## src/rtl/adc_fft_framer.sv

```systemverilog
// adc_fft_framer
//   Builds one FFT input frame per start pulse from the two ADC channels.
//   Each capture tick sums the two offset-binary samples, removes the DC
//   offset (1024) and presents the signed result to the FFT sink port through
//   a single-entry holding register with a valid/ready handshake.
//
// Ports
//   clk, rst_n            FFT-domain clock, async active-low reset
//   start                 one-cycle pulse arming a frame (ignored while busy)
//   ad_data_1/2, ad_otr_1/2  ADC samples (10-bit offset binary) and over-range
//   sink_ready            FFT core accepts a beat
//   sink_valid/sop/eop    beat framing toward the FFT core
//   sink_real/imag        signed sample / constant zero
//   busy, frame_done      frame in progress / pulse after eop accepted
//   overrun, clip         sticky per-frame flags, cleared by the next start
module adc_fft_framer #(
    parameter int FRAME_LEN = 256,
    parameter int DECIM     = 1
) (
    input  logic        clk,
    input  logic        rst_n,
    input  logic        start,
    input  logic [9:0]  ad_data_1,
    input  logic [9:0]  ad_data_2,
    input  logic        ad_otr_1,
    input  logic        ad_otr_2,
    input  logic        sink_ready,
    output logic        sink_valid,
    output logic        sink_sop,
    output logic        sink_eop,
    output logic [15:0] sink_real,
    output logic [15:0] sink_imag,
    output logic        busy,
    output logic        frame_done,
    output logic        overrun,
    output logic        clip
);

    // cap counter needs one extra bit so it can hold FRAME_LEN itself
    localparam int CAP_W = $clog2(FRAME_LEN) + 1;
    localparam int DEC_W = (DECIM > 1) ? $clog2(DECIM) : 1;

    localparam logic [CAP_W-1:0] CAP_END  = CAP_W'(FRAME_LEN);
    localparam logic [CAP_W-1:0] CAP_LAST = CAP_W'(FRAME_LEN - 1);
    localparam logic [DEC_W-1:0] DEC_LAST = DEC_W'(DECIM - 1);

    typedef enum logic {IDLE, STREAM} state_t;

    state_t             state_q;
    logic [DEC_W-1:0]   decim_q;
    logic [CAP_W-1:0]   cap_q;
    logic               valid_q;
    logic               sop_q;
    logic               eop_q;
    logic [15:0]        real_q;
    logic               done_q;
    logic               ovr_q;
    logic               clip_q;

    logic [DEC_W-1:0]   decim_d;
    logic [10:0]        sum;
    logic [11:0]        samp;
    logic [15:0]        real_d;
    logic               tick;
    logic               accept;
    logic               load;
    logic               drop;

    assign decim_d = (decim_q == DEC_LAST) ? '0 : decim_q + DEC_W'(1);

    assign sum    = {1'b0, ad_data_1} + {1'b0, ad_data_2};
    assign samp   = {1'b0, sum} - 12'd1024;
    assign real_d = {{4{samp[11]}}, samp};

    assign tick   = (state_q == STREAM) && (decim_q == '0) && (cap_q < CAP_END);
    assign accept = valid_q && sink_ready;
    // the holding register takes a new sample only if it is free this cycle
    assign load   = tick && (!valid_q || sink_ready);
    // a stalled beat forces the tick's sample to be discarded
    assign drop   = tick && valid_q && !sink_ready;

    always_ff @(posedge clk or negedge rst_n) begin
        if (!rst_n) begin
            state_q <= IDLE;
            decim_q <= '0;
            cap_q   <= '0;
            valid_q <= 1'b0;
            sop_q   <= 1'b0;
            eop_q   <= 1'b0;
            real_q  <= '0;
            done_q  <= 1'b0;
            ovr_q   <= 1'b0;
            clip_q  <= 1'b0;
        end else begin
            done_q <= 1'b0;
            case (state_q)
                IDLE: begin
                    if (start) begin
                        state_q <= STREAM;
                        decim_q <= '0;
                        cap_q   <= '0;
                        ovr_q   <= 1'b0;
                        clip_q  <= 1'b0;
                    end
                end
                STREAM: begin
                    decim_q <= decim_d;
                    if (tick && (ad_otr_1 || ad_otr_2)) clip_q <= 1'b1;
                    if (drop) ovr_q <= 1'b1;
                    if (load) begin
                        valid_q <= 1'b1;
                        real_q  <= real_d;
                        sop_q   <= (cap_q == '0);
                        eop_q   <= (cap_q == CAP_LAST);
                        cap_q   <= cap_q + CAP_W'(1);
                    end else if (accept) begin
                        valid_q <= 1'b0;
                        sop_q   <= 1'b0;
                        eop_q   <= 1'b0;
                    end
                    // no tick can follow the eop load, so this never races a load
                    if (accept && eop_q) begin
                        state_q <= IDLE;
                        valid_q <= 1'b0;
                        sop_q   <= 1'b0;
                        eop_q   <= 1'b0;
                        done_q  <= 1'b1;
                    end
                end
                default: state_q <= IDLE;
            endcase
        end
    end

    assign sink_valid = valid_q;
    assign sink_sop   = sop_q;
    assign sink_eop   = eop_q;
    assign sink_real  = real_q;
    assign sink_imag  = '0;
    assign busy       = (state_q == STREAM);
    assign frame_done = done_q;
    assign overrun    = ovr_q;
    assign clip       = clip_q;

endmodule

```

## config.mk

```make
export PLATFORM = sky130hd
export DESIGN_NAME = adc_fft_framer
export DESIGN_NICKNAME = d
export VERILOG_FILES = /design/src/rtl/adc_fft_framer.sv
export SDC_FILE = /design/constraint.sdc
export NUM_CORES = 1
export LEC_CHECK = 0
export ABC_CLOCK_PERIOD_IN_PS = 1350
export CAP_MARGIN = 5
export CORE_MARGIN = 8
export CORE_UTILIZATION = 41
export DETAILED_ROUTE_END_ITERATION = 8
export PLACE_DENSITY_LB_ADDON = 0.25
export SYNTH_ARGS = -nofsm -noshare
export SYNTH_HDL_FRONTEND = slang
export SYNTH_SLANG_ARGS = --single-unit
```

## constraint.sdc

```tcl
create_clock -name clk -period 1.35 [get_ports clk]
set_clock_uncertainty 0.05 [all_clocks]
set_input_delay 0.27 -clock clk [delete_from_list [all_inputs] [get_ports clk]]
set_output_delay 0.27 -clock clk [all_outputs]
set_load 0.03 [all_outputs]
```

==> results of run 1 <==
-- power by group through the flow --
stage,Sequential (mW),Clock (mW),Combinational (mW)
floorplan,1.75,0,1.21
global placement,1.40,0,2.62
detailed placement,1.40,0,2.65
CTS,1.39,0.533,2.83
global route,1.46,0.566,3.24
finish,1.41,0.527,3.03
-- repair_timing --
item | CTS | global route
setup endpoints to repair | 21 | 24
cloned | 0 | 0
gates resized for setup | 76 | 37
setup buffers | 4 | 2
pin swaps | 24 | 13
-- worst max-delay path by stage --
stage                       from           end  slack [ns]  cells past startpoint
finish                  cap_q[8]  sink_real[6]       -0.14                      4
global route            cap_q[8]  sink_real[6]       -0.19                      4
CTS                     cap_q[8]      cap_q[7]       -0.12                      4
detailed placement  ad_data_1[0]  sink_real[8]       -0.84                      7
global placement    ad_data_1[0]  sink_real[8]       -0.82                      7
floorplan           ad_data_1[0]  sink_real[8]       -0.28                      6
-- cells by family after synthesis --
| logic type | Yosys count |
|---|---|
| AOI/OAI and AO/OA | 54 |
| and+or+nand+nor | 71 |
| other | 1 |
| DFF | 28 |
| xor gates and xnor gates | 7 |
| adders and majority gates | 14 |
| buffers and inverters | 34 |
-- flip-flops by register name, indices dropped and copies added (netlist names) --
register    flops
sink_real      12
frame_done      1
cap_q           9
busy            1
overrun         1
sink_valid      1
clip            1
sink_eop        1
sink_sop        1
-- through the flow --
step	instance area [µm²]	hold WS, ns	TNS (ns)	setup slack, ns	instances
4_1_cts	2950	0.244	-0.726	-0.118	346
5_1_grt	3030	0.260	-1.37	-0.188	347
2_1_floorplan	2040	-0.0756	-1.31	-0.280	224
6_report	3030	0.240	-0.801	-0.144	347
3_3_place_gp	2670	0.412	-10.46	-0.820	338
3_5_place_dp	2670	0.420	-10.73	-0.841	338
-- synthesized netlist by cell type (2+ instances only) --
cell        n
nor4_1      3
a21o_1      2
or4_1       4
nand3_1    14
a21oi_1    13
nand4_1     2
nand2_1    22
inv_1       9
dfrtp_1    28
a22o_1      2
nor2b_1     3
xnor2_1     4
o2111ai_1   3
ha_1       13
a32o_1      2
buf_4      20
o21ai_0    14
clkbuf_1    2
o211ai_1    4
buf_2       3
nor3_1      4
a31oi_1     2
o31ai_1     4
xor2_1      3
nor2_1     11
-- routing by layer --
metal / GRT usage / routed length [µm] / vias to the layer above / part of all wire
met3: 0.0352 / 238 / 7 / 0.046
met5: 0 / 0 / - / 0
met2: 0.242 / 2730 / 48 / 0.52
met4: 0.0267 / 45 / 0 / 0.0086
met1: 0.161 / 2220 / 857 / 0.42
li1: - / - / 891 / -
-- critical path: stages (launching register included) --
cell and delay, ns:
dfrtp_1 0.41, and2b_4 0.30, nand2_4 0.08, or4_4 0.50
nand3_2 0.10
-- layout make-up --
| cell class | count | area, µm² | share of cell area |
|---|---|---|---|
| timing repair buffer | 92 | 790 | 0.261 |
| tap | 52 | 65.1 | 0.0215 |
| inverter | 9 | 33.8 | 0.0112 |
| clock buffer | 4 | 55.1 | 0.0182 |
| multi-input combinational | 162 | 1380 | 0.456 |
| sequential | 28 | 703 | 0.232 |
==> results.json, run 1 <==
{
  "synth-edff-count": 0,
  "rsz0062_at_grt": "true",
  "p_comb_frac": 0.610,
  "synth_top_family_by_area": "compound AO/OA/AOI/OAI gates",
  "synth_compound_area_frac": 0.192,
  "dp_hpwl_um": 3730,
  "setup_viol": 8,
  "synth-seq-cells": 28,
  "clk_latency_ns": 0.28,
  "synth_area_leader_cell": "dfrtp_1",
  "core-area_mm2": 0.00438,
  "wl_um": 5220,
  "fill_cells": 319,
  "final_cell_mix": "55 x buf_4, 26 x dfrtp_1, 21 x nand2_1",
  "final_net_count": 336,
  "r2r_cells": 4,
  "grt-ovfl-total": 0,
  "synthFlopType": "dfrtp_1",
  "critPathMaxFanout": 5,
  "worstPathRequired_ns": 1.52,
  "synthAdderAreaFrac": 0.0975,
  "grt_pass1_wl_um": 8370,
  "hold_depth": 4,
  "violations": "setup timing",
  "cts.sinks": 28,
  "netlist_area_mm2": 0.00187,
  "finalHoldViolCount": 0,
  "timing.rr.start": "cap_q[8]",
  "power_density_mw_per_mm2": 1640,
  "drc": 0,
  "clkTransAtPathRegs_ns": 0.09,
  "fmax_mhz": 669,
  "holdPathEnd": "sink_real[0]",
  "p_leak_nw": 1.37,
  "ys_types": 43,
  "die_area_mm2": 0.00699,
  "synth_warnings": 0,
  "ys_seq_area_frac": 0.374,
  "antenna_found_initial": 0,
  "num_antenna_cells": 0,
  "holdBufCountCts": 0,
  "p_total_mw": 4.96,
  "die_h_um": 83.6,
  "wire_per_inst_um": 15.1,
  "grt_max_degree": 29,
  "p_sw_frac": 0.432,
  "area_growth_pct": 61.7,
  "drt_iter0_drc": 62,
  "slew_violations": 0,
  "p_int_mw": 2.82,
  "fin_util": 0.691,
  "p_clk_frac": 0.106,
  "hold_path.class": "in -> reg",
  "start_util": 0.427,
  "final_common_cell": "buf_4",
  "rrSetupSlack_ns": -0.14,
  "cts_buffers": 3,
  "ant_nets": 0,
  "synthMuxAreaShare": 0,
  "detail_route.vias_per_cell": 5.20,
  "critPathArrivalTime_ns": 1.66,
  "numPortBuffers": 48,
  "synth_xor_area_frac": 0.0327,
  "clk_path_buf_depth": 2,
  "vias": 1803,
  "final.min_clock_period_ns": 1.49,
  "grt_pass1_vias": 1843,
  "power.switching_mw": 2.15,
  "synthCells": 209,
  "status": "finished, violations left",
  "synthSimpleGateAreaFrac": 0.191,
  "dr.pass1.iters": 5,
  "die_w_um": 83.6,
  "place_congestion": 0.830,
  "fin_ws_ns": -0.144,
  "drive_above_1_share": 0.454,
  "root_buffer": "clkbuf_8",
  "crit_path_end_kind": "register",
  "drv_cap": 0,
  "rows": 24,
  "cts_tree": "built",
  "cp-start-kind": "register",
  "h-tree-depth": 1,
  "grt_use_total": 0.137,
  "synth_area_per_cell_um2": 8.96,
  "netlist.area_leader.share": 0.374,
  "async_flop_share": 1.00,
  "worstSetupPathType": "reg -> reg",
  "hp-start": "ad_data_1[0]",
  "io_pins": 65,
  "ir_worst_vdd_v": 0.000642,
  "finalCritPeriodShare": 1.11,
  "pwr-share-seq": 0.284,
  "synthTopCellsByArea": "dfrtp_1 37%, ha_1 8.7%, buf_4 8.0%",
  "reg2reg_to": "sink_real[6]"
}
(Power assumes the default switching activity.)
==> inputs of run 2 (changes only) <==
--- a/config.mk
+++ b/config.mk
@@ -10,6 +10,7 @@
 export CORE_MARGIN = 8
 export CORE_UTILIZATION = 41
 export DETAILED_ROUTE_END_ITERATION = 8
+export GPL_TIMING_DRIVEN = 0
 export PLACE_DENSITY_LB_ADDON = 0.25
 export SYNTH_ARGS = -nofsm -noshare
 export SYNTH_HDL_FRONTEND = slang
==> run 2 against run 1 <==
Against the previous run:
- the flow still finishes with violations (setup timing)
- routed wire length rose by 16%
- sequential share of layout area is 1.3 points lower
- final cell count grew 4.3%
- critical endpoint is now cap_q[7]
==> results.json, run 2 (same netlist as run 1, synthesis figures left out) <==
{
  "status": "finished, violations left",
  "violations": "setup timing",
  "drc": 0,
  "rsz0062_at_grt": "true",
  "rows": 24,
  "slew_violations": 0,
  "cp_slowest_cell": "or4_4",
  "hold_ws_ns": 0.0000770,
  "grt_pass1_vias": 1898,
  "placed_cell_area_mm2": 0.00259,
  "crit_family": "simple AND/OR/NAND/NOR gates",
  "cp-start-kind": "register",
  "fmax_mhz": 645,
  "critPathMaxFanout": 5,
  "power_density_mw_per_mm2": 1670,
  "grt_use_total": 0.151,
  "finalHoldViolCount": 0,
  "final_cell_mix": "47 x buf_4, 25 x dfrtp_1, 16 x conb_1",
  "clk_latency_ns": 0.28,
  "dp_hpwl_um": 3590,
  "hold_path.class": "in -> async",
  "num_antenna_cells": 0,
  "worstPathRequired_ns": 1.51,
  "cts.sinks": 28,
  "cts_tree": "built",
  "crit_path_end_kind": "register",
  "critPathArrivalTime_ns": 1.71,
  "wire_per_inst_um": 16.7,
  "path_buf_inv": 0,
  "place_congestion": 0.821,
  "h-tree-depth": 1,
  "die_area_mm2": 0.00699,
  "stdcell_area_mm2": 0.00321,
  "ir_worst_vdd_v": 0.000654,
  "grt_pass1_wl_um": 9050,
  "critical-path-max-stage-delay_ns": 0.49,
  "wl_um": 6050,
  "final_net_count": 351,
  "fin_ws_ns": -0.201,
  "path_cells": "and2b_4 > a21oi_4 > or4_4 > a21oi_2",
  "grt_max_degree": 29,
  "root_buffer": "clkbuf_8",
  "setup_viol": 14,
  "drt_iter0_drc": 57,
  "largest_reg_flops": 12,
  "dr.pass1.iters": 4,
  "antenna_found_initial": 0,
  "io_pins": 65,
  "clkTransAtPathRegs_ns": 0.10,
  "drv_cap": 0,
  "die_h_um": 83.6,
  "holdBufCountCts": 0,
  "finalCritPeriodShare": 1.15,
  "numPortBuffers": 48,
  "worstSetupPathType": "reg -> reg",
  "cts_buffers": 3,
  "start_util": 0.427,
  "drive_above_1_share": 0.494,
  "die_w_um": 83.6,
  "area_growth_pct": 71.5,
  "detail_route.vias_per_cell": 5.36,
  "fin_util": 0.733,
  "grt-ovfl-total": 0,
  "final.min_clock_period_ns": 1.55,
  "final_common_cell": "buf_4",
  "core-area_mm2": 0.00438,
  "ant_nets": 0,
  "clk_path_buf_depth": 2,
  "p_leak_nw": 1.49,
  "vias": 1941
}
==> run 2: changes by cell type in the layout (fill, tap and decap cells not counted), moves of 5 or more <==
cell,before,now
buf_4,55,47
clkbuf_2,7,14
nand2_1,21,14
clkdlybuf4s15_2,1,6
nand2_2,1,7
==> run 2: final timing paths <==
| path | startpoint | end | slack [ns] | depth (start not counted) |
|---|---|---|---|---|
| min | rst_n | frame_done | 0.00008 | 1 |
| min in group clk | ad_data_1[0] | sink_real[0] | 0.25 | 4 |
| min reg2reg | sink_real[0] | sink_real[0] | 0.45 | 2 |
| max reg2reg | cap_q[8] | cap_q[7] | -0.20 | 4 |
| max in group asynchronous | rst_n | sink_valid | 0.77 | 2 |
| max | cap_q[8] | cap_q[7] | -0.20 | 4 |
==> run 2: stage by stage <==
stage	total power, mW	setup WS [ns]	setup TNS [ns]	cells
after detailed placement	3.84	-0.863	-26.07	324
after CTS	4.83	-0.192	-1.08	349
after global placement	3.81	-0.852	-25.72	324
after global routing	5.65	-0.249	-2.09	362
after floorplan	2.96	-0.280	-1.31	224
final	5.38	-0.201	-1.16	362
==> run 2: final cells by class <==
class	count	area (µm²)
Buffer	21	169
Clock buffer	3	41.3
Clock inverter	1	30.0
Fill cell	309	1170
Inverter	9	33.8
Multi-Input combinational cell	162	1390
Sequential cell	28	704
Tap cell	52	65.1
Timing Repair Buffer	86	774
==> run 2: worst register-to-register path: stages (launching register included) <==
cell and delay (ns):
dfrtp_1 0.41, and2b_4 0.31, a21oi_4 0.09, or4_4 0.49, a21oi_2 0.13
==> run 2: routing by layer <==
layer,global-route usage,share of wire,vias to the layer above
met5,0,0,-
met4,0.0471,0.018,0
met3,0.0322,0.043,11
met2,0.269,0.54,68
met1,0.172,0.40,938
li1,-,-,924
==> run 2: timing repair <==
| action | in CTS | in global routing |
|---|---|---|
| buffers inserted | 24 | 12 |
| endpoints found under the setup margin | 72 | 41 |
| pin swaps | 30 | 29 |
| cloned | 1 | 1 |
| gates resized for setup | 147 | 80 |
==> run 2: report_power, final <==
group / switching [mW] / internal, mW
Combinational: 1.76 / 1.55
Clock: 0.270 / 0.397
Sequential: 0.278 / 1.13
==> inputs of run 3 (changes only) <==
--- a/config.mk
+++ b/config.mk
@@ -15,3 +15,4 @@
 export SYNTH_ARGS = -nofsm -noshare
 export SYNTH_HDL_FRONTEND = slang
 export SYNTH_SLANG_ARGS = --single-unit
+export TNS_END_PERCENT = 10
==> run 3 against run 2 <==
Against the previous run:
- the run still ends with setup timing left
- routed wire length fell by 12%
- via count is 5.0% lower
- power fell by 15%
- sequential share of layout area up 2.6 points
- global-route usage is 0.49 points lower
- critical endpoint is now sink_real[8]
- largest cell class unchanged
- largest power group unchanged
- highest routed layer unchanged
==> results.json, run 3 (same netlist as run 1, synthesis figures left out) <==
{
  "cts.sinks": 28,
  "grt_max_degree": 29,
  "drc": 0,
  "h-tree-depth": 1,
  "place_inst": 324,
  "pwr-share-seq": 0.298,
  "stdcell_area_mm2": 0.00287,
  "worstSetupPathType": "in -> reg",
  "violations": "setup timing",
  "dr.pass1.iters": 5,
  "num_antenna_cells": 0,
  "wire_per_inst_um": 15.1,
  "fill_cells": 347,
  "worstPathRequired_ns": 1.46,
  "p_int_mw": 2.57,
  "slew_violations": 0,
  "fin_ws_ns": -0.184,
  "clkTransAtPathRegs_ns": 0.10,
  "p_sw_frac": 0.438,
  "tightest_slew_ns": 0.641,
  "drt_iter0_drc": 78,
  "detail_route.vias_per_cell": 5.24,
  "final_net_count": 341,
  "area_growth_pct": 53.1,
  "crit_path_end_kind": "register",
  "slew-limit-headroom": 0.572,
  "cp-start-kind": "primary input",
  "hold_path.class": "in -> reg",
  "ir_worst_vdd_v": 0.000697,
  "clk_path_buf_depth": 2,
  "grt-ovfl-total": 0,
  "grt_pass1_vias": 1911,
  "finalHoldViolCount": 0,
  "drive_above_1_share": 0.383,
  "root_buffer": "clkbuf_8",
  "wl_um": 5320,
  "rrSetupSlack_ns": -0.16,
  "power.switching_mw": 2.00,
  "die_h_um": 83.6,
  "grt_pass1_wl_um": 8830,
  "drv_cap": 0,
  "critPathMaxFanout": 3,
  "p_leak_nw": 1.31,
  "final.min_clock_period_ns": 1.53,
  "io_pins": 65,
  "antenna_found_initial": 0,
  "cts_buffers": 3,
  "hold_ws_ns": 0.238,
  "critPathArrivalTime_ns": 1.64,
  "start_util": 0.427,
  "largest_reg_flops": 12,
  "place_congestion": 0.816,
  "rsz0062_at_grt": "true",
  "final_common_cell": "buf_4",
  "finalCritPeriodShare": 1.14,
  "die_area_mm2": 0.00699,
  "final_cell_mix": "45 x buf_4, 26 x dfrtp_1, 22 x nand2_1",
  "fin_cells": 352,
  "clk_latency_ns": 0.27,
  "cts_tree": "built",
  "core-area_mm2": 0.00438,
  "status": "finished, violations left",
  "fmax_mhz": 652,
  "dp_hpwl_um": 3550,
  "numPortBuffers": 48,
  "p_comb_frac": 0.588,
  "p_clk_frac": 0.114,
  "grt_use_total": 0.146,
  "rows": 24,
  "placed_cell_area_mm2": 0.00250,
  "die_w_um": 83.6,
  "ant_nets": 0,
  "vias": 1844,
  "power_density_mw_per_mm2": 1590,
  "setup_viol": 15
}
[run 3: final timing paths]
kind / from / to / cells past startpoint
worst max-delay path: ad_data_2[0] / sink_real[8] / 7
min in group asynchronous: rst_n / clip / 2
max in group asynchronous: rst_n / sink_valid / 2
worst min-delay path: ad_data_1[0] / sink_real[0] / 4
worst max register to register: cap_q[8] / cap_q[5] / 4
worst min register to register: sink_real[1] / sink_real[1] / 2
[run 3: layout make-up]
type                    count  area, µm²  share of cell area
multi-input cells         162       1220               0.426
flip-flops and latches     28        703               0.245
repair buffers             75        624               0.218
plain buffers              22        165              0.0576
well taps                  52       65.1              0.0227
clock buffers               4       55.1              0.0192
inverters                   9       33.8              0.0118
[run 3: power groups by stage]
stage	registers [mW]	logic [mW]	clock network (mW)
4_1_cts	1.37	2.56	0.534
3_3_place_gp	1.38	2.35	0
3_5_place_dp	1.39	2.39	0
6_report	1.36	2.69	0.521
2_1_floorplan	1.74	1.14	0
5_1_grt	1.41	2.91	0.574
[run 3: stage by stage]
step | TNS [ns] | worst slack, ns | util | total power [mW]
global route | -2.53 | -0.228 | 0.654 | 4.89
floorplan | -3.54 | -0.280 | - | 2.88
finish | -1.47 | -0.184 | 0.654 | 4.57
global placement | -27.59 | -0.849 | 0.570 | 3.74
CTS | -1.30 | -0.178 | 0.650 | 4.47
detailed placement | -28.73 | -0.869 | 0.570 | 3.78
[run 3: critical path: stages]
cell      delay (ns)
buf_6           0.10
ha_4            0.15
fa_2            0.35
a21o_1          0.20
a311oi_2        0.33
or4_1           0.17
nand3_1         0.07
[run 3: metal layers]
layer	global-route usage	wire, µm	up-vias
li1	-	-	901
met4	0.0612	102	0
met5	0	0	-
met3	0.0215	247	8
met2	0.253	2720	54
met1	0.173	2250	881
[run 3: timing repair]
item                                    4_1_cts  5_1_grt
resized for setup                           149       26
buffers inserted                             20        6
pin swaps                                    23        4
hold buffers                                  0        1
hold endpoints to repair                      0        4
endpoints found under the setup margin       73       40
